**config.mk**
```make
export PLATFORM = sky130hd
export DESIGN_NAME = sd_spi_cmd_engine
export DESIGN_NICKNAME = d
export VERILOG_FILES = /design/src/rtl/sd_spi_cmd_engine.sv
export SDC_FILE = /design/constraint.sdc
export NUM_CORES = 1
export LEC_CHECK = 0
export ABC_CLOCK_PERIOD_IN_PS = 8700
export BUFFER_PORTS_ARGS = -buffer_cell sky130_fd_sc_hd__buf_2
export CAP_MARGIN = 20
export CORE_UTILIZATION = 40
export DETAILED_ROUTE_END_ITERATION = 8
export SYNTH_ARGS = -nofsm -noshare
export SYNTH_HDL_FRONTEND = slang
export SYNTH_SLANG_ARGS = --single-unit
```
**constraint.sdc**
```tcl
create_clock -name clk -period 8.7 [get_ports clk]
set_clock_uncertainty 0.2 [all_clocks]
set_input_delay 0.87 -clock clk [delete_from_list [all_inputs] [get_ports clk]]
set_output_delay 0.87 -clock clk [all_outputs]
set_load 0.01 [all_outputs]
```
**src/rtl/sd_spi_cmd_engine.sv**
```systemverilog
// sd_spi_cmd_engine: SD-card SPI-mode power-up, wake-up and single command/response engine.
module sd_spi_cmd_engine #(
  parameter int CLK_HZ         = 100000000,
  parameter int SLOW_HZ        = 400000,
  parameter int FAST_HZ        = 25000000,
  parameter int POWER_DELAY    = 1000000,
  parameter int WAKE_CYCLES    = 80,
  parameter int NCR_MAX        = 16,
  parameter int RESP_MAX_BYTES = 5
) (
  input  logic                        clk,
  input  logic                        rst_n,
  input  logic                        cmd_valid,
  output logic                        cmd_ready,
  input  logic [5:0]                  cmd_index,
  input  logic [31:0]                 cmd_arg,
  input  logic [2:0]                  resp_len,
  input  logic                        fast_mode,
  output logic                        resp_valid,
  output logic [8*RESP_MAX_BYTES-1:0] resp_data,
  output logic                        resp_timeout,
  output logic                        init_done,
  output logic                        sd_cclk,
  output logic                        sd_cmd,
  input  logic                        sd_data0,
  output logic                        sd_cs,
  output logic                        sd_reset
);
  localparam int SLOW_DIV = CLK_HZ / (2 * SLOW_HZ);
  localparam int FAST_DIV = CLK_HZ / (2 * FAST_HZ);
  localparam int DW = $clog2(SLOW_DIV > FAST_DIV ? SLOW_DIV : FAST_DIV) + 1;
  localparam int PW = $clog2(POWER_DELAY + 1);
  localparam int BW = $clog2((WAKE_CYCLES > 48 ? WAKE_CYCLES : 48) + 1);
  localparam int NW = $clog2((NCR_MAX > RESP_MAX_BYTES ? NCR_MAX : RESP_MAX_BYTES) + 1);
  localparam int RW = 8 * RESP_MAX_BYTES;
  localparam logic [DW-1:0] SLOW_H = DW'(SLOW_DIV - 1);
  localparam logic [DW-1:0] FAST_H = DW'(FAST_DIV - 1);

  typedef enum logic [3:0] {PWR_OFF, PWR_WAIT, WAKE, IDLE, SEND, POLL, READ, TRAIL, DONE} state_t;

  state_t          state_q, state_d;
  logic [DW-1:0]   div_q, div_d;
  logic            sclk_q, sclk_d;
  logic [PW-1:0]   pwr_q, pwr_d;
  logic [BW-1:0]   bit_q, bit_d;
  logic [NW-1:0]   byte_q, byte_d;
  logic [47:0]     sh_q, sh_d;
  logic [6:0]      crc_q, crc_d;
  logic [7:0]      rx_q, rx_d;
  logic [RW-1:0]   resp_q, resp_d;
  logic            to_q, to_d;
  logic [2:0]      len_q, len_d;
  logic            fast_q, fast_d;
  logic            init_q, init_d;
  logic            run, tick, rise, fall, byte_end, crc_fb;
  logic [6:0]      crc_nx;
  logic [2:0]      len_c;

  assign run      = state_q inside {WAKE, SEND, POLL, READ, TRAIL};
  assign tick     = run && div_q == (fast_q ? FAST_H : SLOW_H);
  assign rise     = tick && !sclk_q;
  assign fall     = tick && sclk_q;
  assign byte_end = fall && bit_q == BW'(7);
  assign crc_fb   = sh_q[47] ^ crc_q[6];
  assign crc_nx   = {crc_q[5:0], 1'b0} ^ {3'b000, crc_fb, 2'b00, crc_fb};
  assign len_c    = (resp_len == 3'd0) ? 3'd1 : (int'(resp_len) > RESP_MAX_BYTES) ? 3'(RESP_MAX_BYTES) : resp_len;

  always_comb begin
    state_d = state_q;
    div_d   = run ? (tick ? '0 : div_q + 1'b1) : '0;
    sclk_d  = run ? sclk_q ^ tick : 1'b0;
    pwr_d   = pwr_q;
    bit_d   = bit_q;
    byte_d  = byte_q;
    sh_d    = sh_q;
    crc_d   = crc_q;
    rx_d    = rise ? {rx_q[6:0], sd_data0} : rx_q;
    resp_d  = resp_q;
    to_d    = to_q;
    len_d   = len_q;
    fast_d  = fast_q;
    init_d  = init_q;
    case (state_q)
      PWR_OFF: state_d = PWR_WAIT;
      PWR_WAIT: begin
        pwr_d = pwr_q + 1'b1;
        if (pwr_q == PW'(POWER_DELAY - 1)) state_d = WAKE;
      end
      WAKE: if (fall) begin
        bit_d = bit_q + 1'b1;
        if (bit_q == BW'(WAKE_CYCLES - 1)) begin
          state_d = IDLE;
          init_d  = 1'b1;
          bit_d   = '0;
        end
      end
      IDLE: if (cmd_valid) begin
        state_d = SEND;
        sh_d    = {2'b01, cmd_index, cmd_arg, 8'h00};
        crc_d   = '0;
        bit_d   = '0;
        byte_d  = '0;
        resp_d  = '0;
        to_d    = 1'b0;
        len_d   = len_c;
        fast_d  = fast_mode;
      end
      SEND: if (fall) begin
        // CRC is folded in as each of the first 40 bits leaves; it then replaces the tail
        bit_d = bit_q + 1'b1;
        sh_d  = sh_q << 1;
        if (bit_q < BW'(40)) crc_d = crc_nx;
        if (bit_q == BW'(39)) sh_d = {crc_nx, 1'b1, 40'h0};
        if (bit_q == BW'(47)) begin
          state_d = POLL;
          bit_d   = '0;
        end
      end
      POLL: if (fall) begin
        bit_d = bit_q + 1'b1;
        if (byte_end) begin
          bit_d = '0;
          if (!rx_q[7]) begin
            resp_d  = (resp_q << 8) | RW'(rx_q);
            byte_d  = NW'(1);
            state_d = (len_q == 3'd1) ? TRAIL : READ;
          end else if (byte_q == NW'(NCR_MAX - 1)) begin
            state_d = TRAIL;
            to_d    = 1'b1;
            resp_d  = '1;
          end else byte_d = byte_q + 1'b1;
        end
      end
      READ: if (fall) begin
        bit_d = bit_q + 1'b1;
        if (byte_end) begin
          bit_d  = '0;
          resp_d = (resp_q << 8) | RW'(rx_q);
          byte_d = byte_q + 1'b1;
          if (byte_q + 1'b1 == NW'(len_q)) state_d = TRAIL;
        end
      end
      TRAIL: if (fall) begin
        bit_d = bit_q + 1'b1;
        if (byte_end) begin
          bit_d   = '0;
          state_d = DONE;
        end
      end
      DONE: state_d = IDLE;
      default: state_d = PWR_OFF;
    endcase
  end

  always_ff @(posedge clk) begin
    if (!rst_n) begin
      state_q <= PWR_OFF;
      div_q   <= '0;
      sclk_q  <= 1'b0;
      pwr_q   <= '0;
      bit_q   <= '0;
      byte_q  <= '0;
      sh_q    <= '0;
      crc_q   <= '0;
      rx_q    <= '0;
      resp_q  <= '0;
      to_q    <= 1'b0;
      len_q   <= '0;
      fast_q  <= 1'b0;
      init_q  <= 1'b0;
    end else begin
      state_q <= state_d;
      div_q   <= div_d;
      sclk_q  <= sclk_d;
      pwr_q   <= pwr_d;
      bit_q   <= bit_d;
      byte_q  <= byte_d;
      sh_q    <= sh_d;
      crc_q   <= crc_d;
      rx_q    <= rx_d;
      resp_q  <= resp_d;
      to_q    <= to_d;
      len_q   <= len_d;
      fast_q  <= fast_d;
      init_q  <= init_d;
    end
  end

  assign cmd_ready    = state_q == IDLE;
  assign resp_valid   = state_q == DONE;
  assign resp_data    = resp_q;
  assign resp_timeout = to_q;
  assign init_done    = init_q;
  assign sd_cclk      = sclk_q;
  assign sd_cmd       = (state_q == SEND) ? sh_q[47] : 1'b1;
  assign sd_cs        = !(state_q inside {SEND, POLL, READ});
  assign sd_reset     = state_q == PWR_OFF;
endmodule

```
Yosys cells after proc, flatten, opt, wreduce, memory -nomap -nowiden
Cells that the tools add are included.
{ "word_totals": {"ff_bits": 154, "in_bits": 46, "word_cells": 146, "out_inout_bits": 48} }
{ "op_classes": {"addsub": 4, "n_eq_ne": 36, "n_mux": 58, "n_bitwise": 6, "order_cmp": 2, "reduce_logical": 26} }
{ "op_table": {"columns": ["cell", "n"], "rows": [
  ["2-to-1 mux 40 bit", 7],
  ["2-to-1 mux 48 bit", 3],
  ["one-hot mux 40 bit (3 select lines)", 1],
  ["one-hot mux 48 bit (2 select lines)", 1],
  ["2-to-1 mux 7 bit", 10],
  ["2-to-1 mux 4 bit", 15],
  ["OR 40 x 8 -> 40 bit", 1],
  ["one-hot mux 4 bit (9 select lines)", 1],
  ["2-to-1 mux 5 bit", 7],
  ["!= test 2 bit (second input constant)", 15],
  ["one-hot mux 7 bit (4 select lines)", 1],
  ["adder 20 x 1 -> 20 bit (second input constant)", 1],
  ["equality test 20 bit (second input constant)", 1],
  ["equality test 4 x 3 -> 1 bit (second input constant)", 4],
  ["one-hot mux 5 bit (3 select lines)", 1],
  ["equality test 7 x 6 -> 1 bit (second input constant)", 2],
  ["one-hot mux 7 bit (2 select lines)", 1],
  ["AND reduction 14 bit", 1],
  ["AND reduction 7 bit", 2],
  ["adder 8 x 1 -> 8 bit (second input constant)", 1],
  ["equality test 4 x 2 -> 1 bit (second input constant)", 2],
  ["equality test 8 x 7 -> 1 bit", 1],
  ["adder 7 x 1 -> 7 bit (second input constant)", 1],
  ["equality test 7 x 3 -> 1 bit (second input constant)", 1],
  ["31 further kinds", 51]
]} }

Depth between registers and ports, before layout
{ "logic_depth": {"depth_word": 8, "depth_mapped": 11, "ltp_nobuf": 9} }

Worst setup path after synthesis
No wires, ideal clock.
{ "synth_path": {"kind": "reg2reg", "from": "reg state_q[1]", "to": "reg state_q[2]", "synth_period_minus_slack_ns": 3.405, "t_arrival_ns": 3.089, "slack_ns": 5.295, "setup_ns": 0.116, "path_stages_with_launch": 11, "path_buffers": 1, "t_required_ns": 8.384, "path_cell_list": "dfxtp_1 -> buf_4 -> nor2b_1 -> o21ai_0 -> a2111oi_0 -> ha_1 -> or3b_1 -> mux2_2 -> o21ai_0 -> nand4_1 -> a31o_2"} }
{ "synth_via": {"elab_chain_cells": 7, "word_cells_on_any_way": 29, "classes_between": "eq/ne (22); mux (1); reduce/logical (6)"} }
{ "synth_lines": {"columns": ["element", "line", "rtl"], "rows": [
  ["start: declaration", "41", "state_t state_q, state_d;"],
  ["start signal: assignment", "172", "state_q <= state_d;"],
  ["equality test 4 x 2 -> 1 bit or equality test 4 x 3 -> 1 bit (tied branches)", "59, 83", null],
  ["nonzero test 5 bit", "59", "assign run = state_q inside {WAKE, SEND, POLL, READ, TRAIL};"],
  ["logical AND 1 bit", "60", "assign tick = run && div_q == (fast_q ? FAST_H : SLOW_H);"],
  ["logical AND 1 bit", "62", "assign fall = tick && sclk_q;"],
  ["logical AND 1 bit", "63", "assign byte_end = fall && bit_q == BW'(7);"],
  ["!= test 2 bit (no line)", null, null],
  ["AND reduction 14 bit (no line)", null, null]
]} }
Several ways; a longest one is shown, not always the timed one.
A chain may end at the register's enable or synchronous reset.

Worst setup path after layout
{ "layout_path": {"from": "reg state_q[1]", "to": "reg resp_q[21], in the netlist resp_data[21]"} }
{ "layout_via": {"elab_chain_cells": 7, "word_cells_on_any_way": 19, "classes_between": "eq/ne (12); mux (1); reduce/logical (6)"} }
{ "layout_lines": {"columns": ["element", "line", "rtl"], "rows": [
  ["equality test 4 x 2 -> 1 bit (tied with other cells)", "59", null],
  ["nonzero test 5 bit", "59", null],
  ["logical AND 1 bit", "60", null],
  ["logical AND 1 bit", "62", null],
  ["logical AND 1 bit", "63", null],
  ["!= test 2 bit (no line)", null, null],
  ["AND reduction 7 bit (no line)", null, null],
  ["end signal: assignment", "181", "resp_q <= resp_d;"],
  ["end: declaration", "50", "logic [RW-1:0] resp_q, resp_d;"]
]} }
Several ways; a longest one is shown, not always the timed one.

==> reports/qor.txt <==
Final cell count without fillers - 1110
CTS Buf Count - 17
Hold endpoint - sh_q[8]
GR Overflow Total - 0
Largest area contributor in the netlist - dfxtp_1
Distinct cells, synth - 66
Post-Place Cells - 1076
Overall routing resource usage - 19.5%
TritonCTS clock tree - yes
Clk Latency, worst-skew pair - 430 ps
H-tree Lvls - 4
Worst Hold Depth - 2
First-pass DRT Iterations - 4
Routed WL per cell - 15.4 µm
Slew Viols, Final - 0
Clock slew at reported path FFs - 60 ps
Number of setup buffers added after CTS - 0
Max-cap violations - 0
WL met2 - 7.95 mm
Layout cells sized above 1 - 17.4%
Worst Hold Class - reg -> reg
Wire length on met3 - 670 µm
R2r setup slk - 4360 ps
DP HPWL - 10.4 mm
WP data required - 8770 ps
Post-synth EDFFs - 0
CP arrival - 4410 ps
Post-CTS Resized - 0
Crit-path cells - nor2b_1 -> o21ai_0 -> a2111oi_0 -> ha_1 -> nor3b_1 -> a21oi_1 -> a2111o_1 -> buf_16 -> o21ai_0 -> a21oi_1
Kind of critical path - reg -> reg
Layout area overhead - 16.3%
Root Driver - clkbuf_16
First-pass GRT wire length - 28.2 mm
R2R depth - 10
Initial core utilization - 41.3%
Most frequent cells in the layout - dfxtp_1, nor2_1, buf_2, nand2_1, a21oi_1
CP max-delay cell - dfxtp_1
Die Y - 134 µm
Core area - 16800 µm²
WL final - 17.0 mm
Mapped Nets - 880
Post-Route M1 WL - 8.14 mm
Vias - 6177
Initial DRC count - 518
Worst VDD drop - 0.140 mV
Top Metal Used - met4
Setup TNS - 0 ps
Nets@finish - 930
Crit path time final - 4340 ps
Io pins - 94
Syn avg cell area - 8.37 µm²
Worst-Margin Slew - 930 ps
Vias in the first global route - 5633
Critical R2R Launch - state_q[1]
Largest net degree at the start of global routing - 90
Port buffer count - 93
Cell area after technology mapping - 6920 µm²
PD cells - 206 nW/µm²
Clock sink total - 146
Slew margin rel. - 38.0%
Fmax - 231 MHz
Clk buf depth - 2
Crit. End Element - register
Leakage power - 2.78 nW
Share of the synthesized area in the top cell type - 42.2%
Largest stage delay, worst path - 830 ps
RePlAce Congestion - 0.783
Die Span X - 134 µm
R2R Path End - resp_data[21]
Status - completed
Initial antenna violation count - 0
Final hold vios - 0
DP Worst Slack - 4240 ps
Synth area leaders - dfxtp_1, a21oi_1, nor2_1
Die ar. - 17800 µm²
Vias per cell - 5.56
Hold_buf cts - 0
#FFs+latches synth - 146
Min-delay src - sh_q[8]
Register area share after synthesis - 42.2%
Ys async rst share - 0%
Fill cells - 1677
Top_reg_cell synth - dfxtp_1
RSZ-0062 raised after global routing - no
DRC violations left - 0
Post-Syn Instances - 827
ANT nets after route - 0
CP Max Fanout - 27
CP Launch Type - register
Final setup fails - 0
Row count - 47
Ant diodes - 0
Final WS setup - 4360 ps
Fin crit share - 49.9%
Commonest non-fill, non-tap cell in the layout - dfxtp_1
Yosys warns - 0
cell type report:
class,instances,area [µm²],share of cell area (%)
multi-input combinational,597,3670,45.6
timing repair buffer,106,596,7.40
sequential,146,2920,36.3
inverter,9,36.3,0.451
clock buffer,21,440,5.47
clock inverter,11,108,1.34
tap,220,275,3.42
cell families after synthesis:
kind of cell    Yosys count  synth area share [%]
flops                   146                  42.2
fa+ha+maj                 7                  1.27
mux                      13                  1.90
buf+inv                  84                  5.15
xor+xnor                 36                  4.75
compound gates          223                  21.8
simple gates            318                  22.9
sequential cells by signal, indices dropped and copies added (netlist names), 4 cells and up:
name,cells
rx_q,8
crc_q,7
div_q,8
byte_q,5
resp_data,40
pwr_q,20
state_q,4
bit_q,7
sh_q,40
how the worst max path moves through the flow:
stage / start / to / slack, ps / cells after the start
floorplan: state_q[1] / state_q[2] / 5300 / 10
global placement: state_q[1] / resp_data[35] / 4420 / 9
detailed placement: state_q[1] / resp_data[21] / 4240 / 9
CTS: state_q[1] / resp_data[21] / 4220 / 9
global route: state_q[1] / resp_data[21] / 3930 / 10
finish: state_q[1] / resp_data[21] / 4360 / 10
stage by stage:
step	hold WS (ps)	utilization, %	area [µm²]	total power [W]
after CTS	258	47.8	8000	0.00168
final	256	48.0	8050	0.00166
after global placement	240	44.5	7460	0.000984
after global routing	280	48.0	8050	0.00174
after detailed placement	247	44.5	7460	0.000986
after floorplan	227	-	6920	0.000926
routing by layer:
layer / GRT usage [%] / vias up
li1: - / 3146
met1: 25.3 / 2880
met2: 31.5 / 129
met3: 4.30 / 22
met4: 7.26 / 0
met5: 0 / -
Yosys cell counts (all sizes together) (9+ instances only):
cell,n
nand4,12
o21ai,52
xor2,18
a311oi,31
clkbuf,47
nand3,52
mux2i,12
o2111ai,39
nor3,9
buf,28
inv,9
nor2,94
nor4,9
xnor2,17
nand2,80
dfxtp,146
a21oi,71
where the power goes:
group          internal [W]  switching, W  leakage (nW)
registers          0.000693     0.0000399          1.18
clock network      0.000395      0.000292         0.256
logic             0.0000961      0.000144          1.34
critical path, delay by kind of cell, from the launching register on:
| family | cells | cell delay, ps |
|---|---|---|
| compound gates | 6 | 1860 |
| flops | 1 | 830 |
| simple gates | 2 | 580 |
| fa+ha+maj | 1 | 450 |
| buf+inv | 1 | 260 |
Note: power is estimated with default switching activity, not from simulation.
